**src/rtl/sync_fifo_pkg.sv**
```systemverilog
// Shared defaults and request encoding for the single-clock FWFT FIFO.
package sync_fifo_pkg;
  localparam int DEF_DATA_WIDTH = 8;
  localparam int DEF_DEPTH      = 255;

  // {pop_accepted, push_accepted}
  typedef enum logic [1:0] {
    OP_IDLE = 2'b00,
    OP_PUSH = 2'b01,
    OP_POP  = 2'b10,
    OP_BOTH = 2'b11
  } op_e;
endpackage

```
**src/rtl/sync_fifo_if.sv**
```systemverilog
// Producer/consumer bundle for sync_fifo: master is the client side, slave is the FIFO.
interface sync_fifo_if
  import sync_fifo_pkg::*;
#(
  parameter int DATA_WIDTH = DEF_DATA_WIDTH
);
  logic [DATA_WIDTH-1:0] din;
  logic [DATA_WIDTH-1:0] dout;
  logic                  push;
  logic                  pop;
  logic                  full;
  logic                  empty;

  modport master (output din, push, pop, input dout, full, empty);
  modport slave  (input din, push, pop, output dout, full, empty);
endinterface

```
**src/rtl/sync_fifo_mem.sv**
```systemverilog
// DATA_WIDTH x DEPTH register array: one synchronous write port, one asynchronous read port.
module sync_fifo_mem #(
  parameter int DATA_WIDTH = 8,
  parameter int DEPTH      = 255,
  parameter int AW         = $clog2(DEPTH)
) (
  input  logic                  clk,
  input  logic                  i_we,
  input  logic [AW-1:0]         i_waddr,
  input  logic [DATA_WIDTH-1:0] i_wdata,
  input  logic [AW-1:0]         i_raddr,
  output logic [DATA_WIDTH-1:0] o_rdata
);
  // No reset on storage so it can map onto distributed RAM.
  logic [DATA_WIDTH-1:0] r_mem [DEPTH];

  always_ff @(posedge clk) begin
    if (i_we) r_mem[i_waddr] <= i_wdata;
  end

  assign o_rdata = r_mem[i_raddr];
endmodule

```
**src/rtl/sync_fifo.sv**
```systemverilog
// First-word-fall-through FIFO control: pointers, occupancy count and flags.
module sync_fifo
  import sync_fifo_pkg::*;
#(
  parameter int DATA_WIDTH = DEF_DATA_WIDTH,
  parameter int DEPTH      = DEF_DEPTH
) (
  input  logic        clk,
  input  logic        resetn,
  sync_fifo_if.slave  bus
);
  localparam int PW = $clog2(DEPTH);
  localparam int CW = $clog2(DEPTH + 1);

  logic [PW-1:0]         r_wr_ptr, r_rd_ptr;
  logic [CW-1:0]         r_count;
  logic                  w_push_ok, w_pop_ok;
  logic [DATA_WIDTH-1:0] w_rdata;
  op_e                   w_op;

  // Wrap at DEPTH-1 explicitly so non-power-of-two depths work.
  function automatic logic [PW-1:0] ptr_inc(input logic [PW-1:0] p);
    return (p == PW'(DEPTH - 1)) ? '0 : p + PW'(1);
  endfunction

  assign bus.full  = (r_count == CW'(DEPTH));
  assign bus.empty = (r_count == '0);

  // A push into a full FIFO is dropped even when a pop frees a slot this cycle.
  assign w_push_ok = bus.push && !bus.full;
  assign w_pop_ok  = bus.pop  && !bus.empty;
  assign w_op      = op_e'({w_pop_ok, w_push_ok});

  always_ff @(posedge clk) begin
    if (!resetn) begin
      r_wr_ptr <= '0;
      r_rd_ptr <= '0;
      r_count  <= '0;
    end else begin
      if (w_push_ok) r_wr_ptr <= ptr_inc(r_wr_ptr);
      if (w_pop_ok)  r_rd_ptr <= ptr_inc(r_rd_ptr);
      case (w_op)
        OP_PUSH: r_count <= r_count + CW'(1);
        OP_POP:  r_count <= r_count - CW'(1);
        default: r_count <= r_count;
      endcase
    end
  end

  sync_fifo_mem #(
    .DATA_WIDTH (DATA_WIDTH),
    .DEPTH      (DEPTH),
    .AW         (PW)
  ) u_mem (
    .clk     (clk),
    .i_we    (w_push_ok),
    .i_waddr (r_wr_ptr),
    .i_wdata (bus.din),
    .i_raddr (r_rd_ptr),
    .o_rdata (w_rdata)
  );

  assign bus.dout = w_rdata;
endmodule

```
**src/flat_wrapper.sv**
```systemverilog
// flat-port wrapper written by rule: the top's interface ports become plain ports
module sync_fifo_flat import sync_fifo_pkg::*;
#(
  parameter int DATA_WIDTH = DEF_DATA_WIDTH,
  parameter int DEPTH      = DEF_DEPTH
)
  (clk, resetn, bus_din, bus_push, bus_pop, bus_dout, bus_full, bus_empty);
  sync_fifo_if #(.DATA_WIDTH(DATA_WIDTH)) bus_i ();
  input  logic clk;
  input  logic resetn;
  input wire logic [$bits(bus_i.din)-1:0] bus_din;
  input wire logic [$bits(bus_i.push)-1:0] bus_push;
  input wire logic [$bits(bus_i.pop)-1:0] bus_pop;
  output wire logic [$bits(bus_i.dout)-1:0] bus_dout;
  output wire logic [$bits(bus_i.full)-1:0] bus_full;
  output wire logic [$bits(bus_i.empty)-1:0] bus_empty;
  assign bus_i.din = bus_din;
  assign bus_i.push = bus_push;
  assign bus_i.pop = bus_pop;
  assign bus_dout = bus_i.dout;
  assign bus_full = bus_i.full;
  assign bus_empty = bus_i.empty;
  sync_fifo #(.DATA_WIDTH(DATA_WIDTH), .DEPTH(DEPTH)) u_core (.clk(clk), .resetn(resetn), .bus(bus_i));
endmodule
```
**config.mk**
```make
export PLATFORM = sky130hd
export DESIGN_NAME = sync_fifo_flat
export DESIGN_NICKNAME = d
export VERILOG_FILES = /design/src/rtl/sync_fifo_pkg.sv /design/src/rtl/sync_fifo_if.sv /design/src/rtl/sync_fifo_mem.sv /design/src/rtl/sync_fifo.sv /design/src/flat_wrapper.sv
export SDC_FILE = /design/constraint.sdc
export NUM_CORES = 2
export LEC_CHECK = 0
export ABC_CLOCK_PERIOD_IN_PS = 4400
export BUFFER_PORTS_ARGS = -buffer_cell sky130_fd_sc_hd__buf_2
export CORE_UTILIZATION = 40
export DETAILED_ROUTE_END_ITERATION = 10
export SLEW_MARGIN = 20
export SYNTH_ARGS = -nofsm -noshare
export SYNTH_HDL_FRONTEND = slang
export SYNTH_SLANG_ARGS = --single-unit
```
**constraint.sdc**
```tcl
create_clock -name clk -period 4.4 [get_ports clk]
set_input_delay 0.22 -clock clk [delete_from_list [all_inputs] [get_ports clk]]
set_output_delay 0.22 -clock clk [all_outputs]
set_load 0.01 [all_outputs]
```
# --- Yosys cells after proc, flatten, opt, wreduce, memory -nomap -nowiden ---
# Memories as Yosys holds them, arrays and structs flattened. A register that Yosys moved wholly into a read port is not among the register bits.
# Cells that the tools add are included.
# Widths: inputs -> output; s select.
classes:
  n_addsub: 4
  eq_ne: 5
  reduce_logical: 6
  n_mux: 7
op_table:
  columns: ["operator", "n"]
  rows:
  - ["$mux 8", 4]
  - ["$add 8x1->8 const B", 3]
  - ["$eq 8x8->1 const B", 3]
  - ["$pmux 8 s2", 1]
  - ["$logic_not 8->1", 1]
  - ["$sub 8x1->8 const B", 1]
  - ["$eq 2x1->1 const B", 1]
  - ["$eq 2x2->1 const B", 1]
  - ["$logic_and 1x1->1", 2]
  - ["$logic_not 1->1", 2]
  - ["$mux 1", 2]
  - ["$reduce_bool 2->1", 1]
totals:
  n_memories: 1
  ramBits: 2040
  reg_bits: 24
  output_inout_bits: 10
mem_list:
  columns: ["memory", "depth", "word_bits", "read_ports", "rd_ports_with_merged_regs", "write_ports", "line_no", "source"]
  rows:
  - ["u_core.u_mem.r_mem", 255, 8, 1, 1, 1, "sync_fifo_mem.sv:15", "logic [DATA_WIDTH-1:0] r_mem [DEPTH];"]

# --- Logic depth before layout (Yosys ltp) ---
logic_depth:
  ltp_word: 5
  mapped_depth: 17

# --- Hierarchy ---
# From an unflattened synthesis, not the netlist that was laid out.
unflattened:
  cells_unflattened: 4056
  hier_area_um2: 81744.6
by_module_without_submodules:
  columns: ["module", "n_inst", "cells_each", "area_per_inst_um2"]
  rows:
  - ["sync_fifo_mem", 1, 3902, 80325.8]
  - ["sync_fifo", 1, 154, 1418.9]

# --- Worst setup path before layout ---
# Ideal clock, no wire load.
synth_timing:
  path_kind: "register to register"
  start: "register u_core.r_count[1]"
  end: "register u_core.r_count[6]"
  period_less_slack_ps: 3643
  path_stages_with_launch: 18
  setup_time_ps: 76
  t_arrival_ps: 3567
  path_slack_ps: 757
  cell_sequence: "dfxtp_1 > clkbuf_1 > nor4_1 > and2_1 > nor2b_1 > clkbuf_1 > ha_1 > clkbuf_1 > clkbuf_1 > xor2_1 > ha_1 > a21oi_1 > o21ai_0 > a221oi_1 > and3_1 > nor3_1 > or3_1 > a21boi_0"
synth_via:
  elab_chain_cells: 5
synth_rtl:
  columns: ["element", "line_no", "source"]
  rows:
  - ["start: declaration", "sync_fifo.sv:16", "logic [CW-1:0] r_count;"]
  - ["start signal: assignment", "sync_fifo.sv:43", "OP_PUSH: r_count <= r_count + CW'(1);"]
  - ["start signal: assignment", "sync_fifo.sv:44", "OP_POP: r_count <= r_count - CW'(1);"]
  - ["start signal: assignment", "sync_fifo.sv:45", "default: r_count <= r_count;"]
  - ["$logic_not 8->1 (*)", "sync_fifo.sv:27", "assign bus.empty = (r_count == '0);"]
  - ["named net bus_empty", "flat_wrapper.sv:16", "output wire logic [$bits(bus_i.empty)-1:0] bus_empty;"]
  - ["$logic_not 1->1 (*)", "sync_fifo.sv:31", "assign w_pop_ok = bus.pop && !bus.empty;"]
  - ["$logic_and 1x1->1 (*)", "sync_fifo.sv:31", null]
  - ["$eq 2x2->1 or $eq 2x1->1 (tied branches)", "sync_fifo.sv:42", "case (w_op)"]
  - ["$pmux 8 s2 or $reduce_bool 2->1 (tied branches)", null, null]
# The timed path passes the listed nets; every way through them passes the cells marked *.
# A chain may end at the register's enable or synchronous reset.

==> metrics.cfg <==
[sta]
post-route-period-util_pct = 99.0
period_needed_ns = 4.35
setup_tns_ns = 0
fmax_mhz = 230
slew_viol_final = 0
tightest_slew_ns = 1.16
skew_ns = 0.0292
setup_viol = 0
rsz0062_at_grt = no
hold_ws_ns = -0.0138
hold_violations = 1
fin_ws_ns = 0.0454
slew_headroom_pct = 22.9

[die]
num_rows = 165
start_util_pct = 40.3
die_area_um2 = 206000
core_um2 = 203000
dieHeight_um = 454
io_pins = 22
die_x_um = 454

[cells_and_area]
utilization_pct = 45.6
areaGrowthSynthToFinish_pct = 13.1
stdcell_count = 7089
multiInputGateArea_um2 = 18200
n_fill_cell = 16900
seq_area_um2 = 61900
fin_nets = 4265
drive_gt1_share_pct = 22.4

[power_and_ir_drop]
pwr-share-seq_pct = 46.1
netSwitchingPower_uw = 12400
p_leak_uw = 0.0282
p_comb_share_pct = 17.9
peakVddDrop_v = 0.000452
clockPowerShare_pct = 36.0
internal_power_uw = 35000
power_switching_share_pct = 26.1
power.density_nw_per_um2 = 512

[clock_network]
clock_latency_ns = 0.85
max-clock-path-buffers = 3
cts_root_buf = clkbuf_16
cts_tree = yes
cts_made_buffers = 203
clk_pin_slew_ns = 0.07
htreeDepth = 4
numClockSinks = 2072

[yosys]
yosysUniqueCellTypes = 81
synthArstFlopShare_pct = 0
netlist_area_um2 = 81800
ys.flop_type = edfxtp_1
yosysTopAreaCellShare_pct = 74.9
synth-seq-cells = 2072
yosys.area.top_type = edfxtp_1
syn_avg_cell_area_um2 = 20.2
syn-num-nets = 4070
ys_warn_count = 0
seq_area_frac_synth_pct = 75.7
synth_area_leaders = edfxtp_1 (75%), mux4_2 (12%), mux2i_1 (2.5%), nor2_1 (1.5%), mux4_1 (0.87%)
synthCells = 4049
synth_edf_count = 2040

[drt]
drc = 0
wl_per_cell_um = 31.1
vias = 41900
first_pass_iters = 6
wl_mm = 220
drt_iter0_markers = 5144
viasPerCell = 5.92
antenna_left = 0

[global_routing]
grtUsageTotal_pct = 21.2
grt_overflow = 0
grt_pass1_vias = 41300
antenna_found_initial = 8
grt_max_degree = 165
grt_pass1_wl_mm = 312

[setup_path]
worstPathCellList = inv_4 -> nor2_1 -> a22oi_1 -> a21oi_1 -> a31oi_1 -> or4_1 -> o311ai_1 -> buf_2
cp_max_fo = 23
worstSetupPathType = register to output pin
crit_family = simple AND/OR/NAND/NOR gates
required_ns = 4.18
cp_slowest_stage_delay_ns = 0.62
critPathLaunchType = register
cp-end-kind = output pin
cp.buffers_inverters = 2
cp_slowest_cell = or4_1
arrival_ns = 4.13

[outcome]
violations = hold timing
status = finished, violations left

[placement]
port_buffers = 21
hpwlAfterDp_mm = 133
placedCellCount = 6689
gp_congestion = 0.877
place_ws_ns = 0.0786

[worst_hold_path]
hold_class = primary input to register

[flow_run]
max_cap_viol_count = 0

==> kinds of logic (layout without fill, tap and decap cells) <==
family          Yosys count  after routing  share of synthesized area [%]
simple gates            676            676                           3.57
other cells               0              2                              0
compound gates          355            355                           3.10
buf+inv                 263            629                           2.31
flops                  2072           2072                           75.7
fa+ha+maj                 9              9                          0.138
mux                     655            655                           15.0
xor+xnor                 19             19                          0.204
==> layer usage <==
| metal | share of wire [%] | track usage (%) |
|---|---|---|
| met1 | 42 | 30.5 |
| met4 | 3.2 | 6.59 |
| met3 | 8.6 | 4.17 |
| met5 | 0 | 0 |
| met2 | 46 | 32.7 |
==> path summary, 6_finish.rpt <==
path | start | endpoint | slack, ns | depth (start not counted)
setup / recovery | register | bus_dout[7] | 0.05 | 8
hold reg to reg | u_core.r_rd_ptr[7]$_SDFFE_PN0N_ | u_core.r_rd_ptr[7]$_SDFFE_PN0N_ | 0.53 | 2
hold / removal | bus_din[5] | u_core.u_mem.r_mem[165][5]$_DFFE_PP_ | -0.01 | 1
setup reg to reg | u_core.r_count[4]$_SDFFE_PN0P_ | u_core.r_count[6]$_SDFFE_PN0P_ | 0.75 | 14
==> registers in the layout, indices dropped and copies added (netlist names), named ones only <==
signal and count:
u_core.r_count 8, u_core.u_mem.r_mem 2040, u_core.r_rd_ptr 8, u_core.r_wr_ptr 8
==> power groups by stage <==
| stage | Sequential [uW] | Combinational (uW) | Clock, uW |
|---|---|---|---|
| final | 21900 | 8470 | 17000 |
| after floorplan | 22200 | 5570 | 0 |
| after detailed placement | 22300 | 7970 | 0 |
| after global placement | 22300 | 7960 | 0 |
| after global routing | 21900 | 8890 | 17900 |
| after CTS | 21900 | 8290 | 17200 |
==> stage by stage <==
stage	total power, uW	instance area, um2
floorplan	27800	81800
global placement	30300	85400
detailed placement	30300	85400
CTS	47400	92200
global route	48700	92500
finish	47400	92500
==> synth_stat cells (all sizes together) (5+ instances only) <==
cell,count
a211oi,13
dfxtp,32
nand2b,8
nand2,172
a211o,7
o41ai,5
and3,13
a21o,5
nor2b,18
o221ai,65
o211ai,7
nand4,16
clkbuf,115
nor3,22
o22ai,46
a2111oi,15
and2,24
edfxtp,2040
mux2i,205
buf,136
ha,9
a21oi,67
a22oi,12
o21ai,34
nor3b,5
xor2,15
nor4,9
o31ai,7
nand3,43
nor2,329
o311ai,5
a31oi,25
mux4,447
inv,11
or3,8
==> placed cells by master (no fill, tap or decap), types with 43 or more instances in the layout <==
cell	instances
edfxtp_1	2040
mux4_2	420
nor2_1	328
clkbuf_16	206
mux2i_1	202
nand2_1	170
buf_4	167
a21oi_1	65
o221ai_1	64
clkbuf_1	54
clkinv_1	48
o22ai_1	43
==> final cells by class <==
cell class | instances | share of cell area [%]
Inverter | 12 | 0.0568
Clock buffer | 264 | 5.82
Antenna cell | 2 | 0.00541
Clock inverter | 112 | 1.18
Multi-Input combinational cell | 1714 | 19.7
Sequential cell | 2072 | 66.9
Tap cell | 2672 | 3.61
Timing Repair Buffer | 241 | 2.71
==> what timing repair did <==
action / in CTS / in global routing
pin swaps: 3 / 3
endpoints found under the setup margin: 8 / 8
cloned: 3 / 3
resized for setup: 37 / 14
setup buffers: 6 / 8
hold buffers: 2 / 0
hold endpoints to repair: 20 / 0
Power figures use the tool's default switching activity.
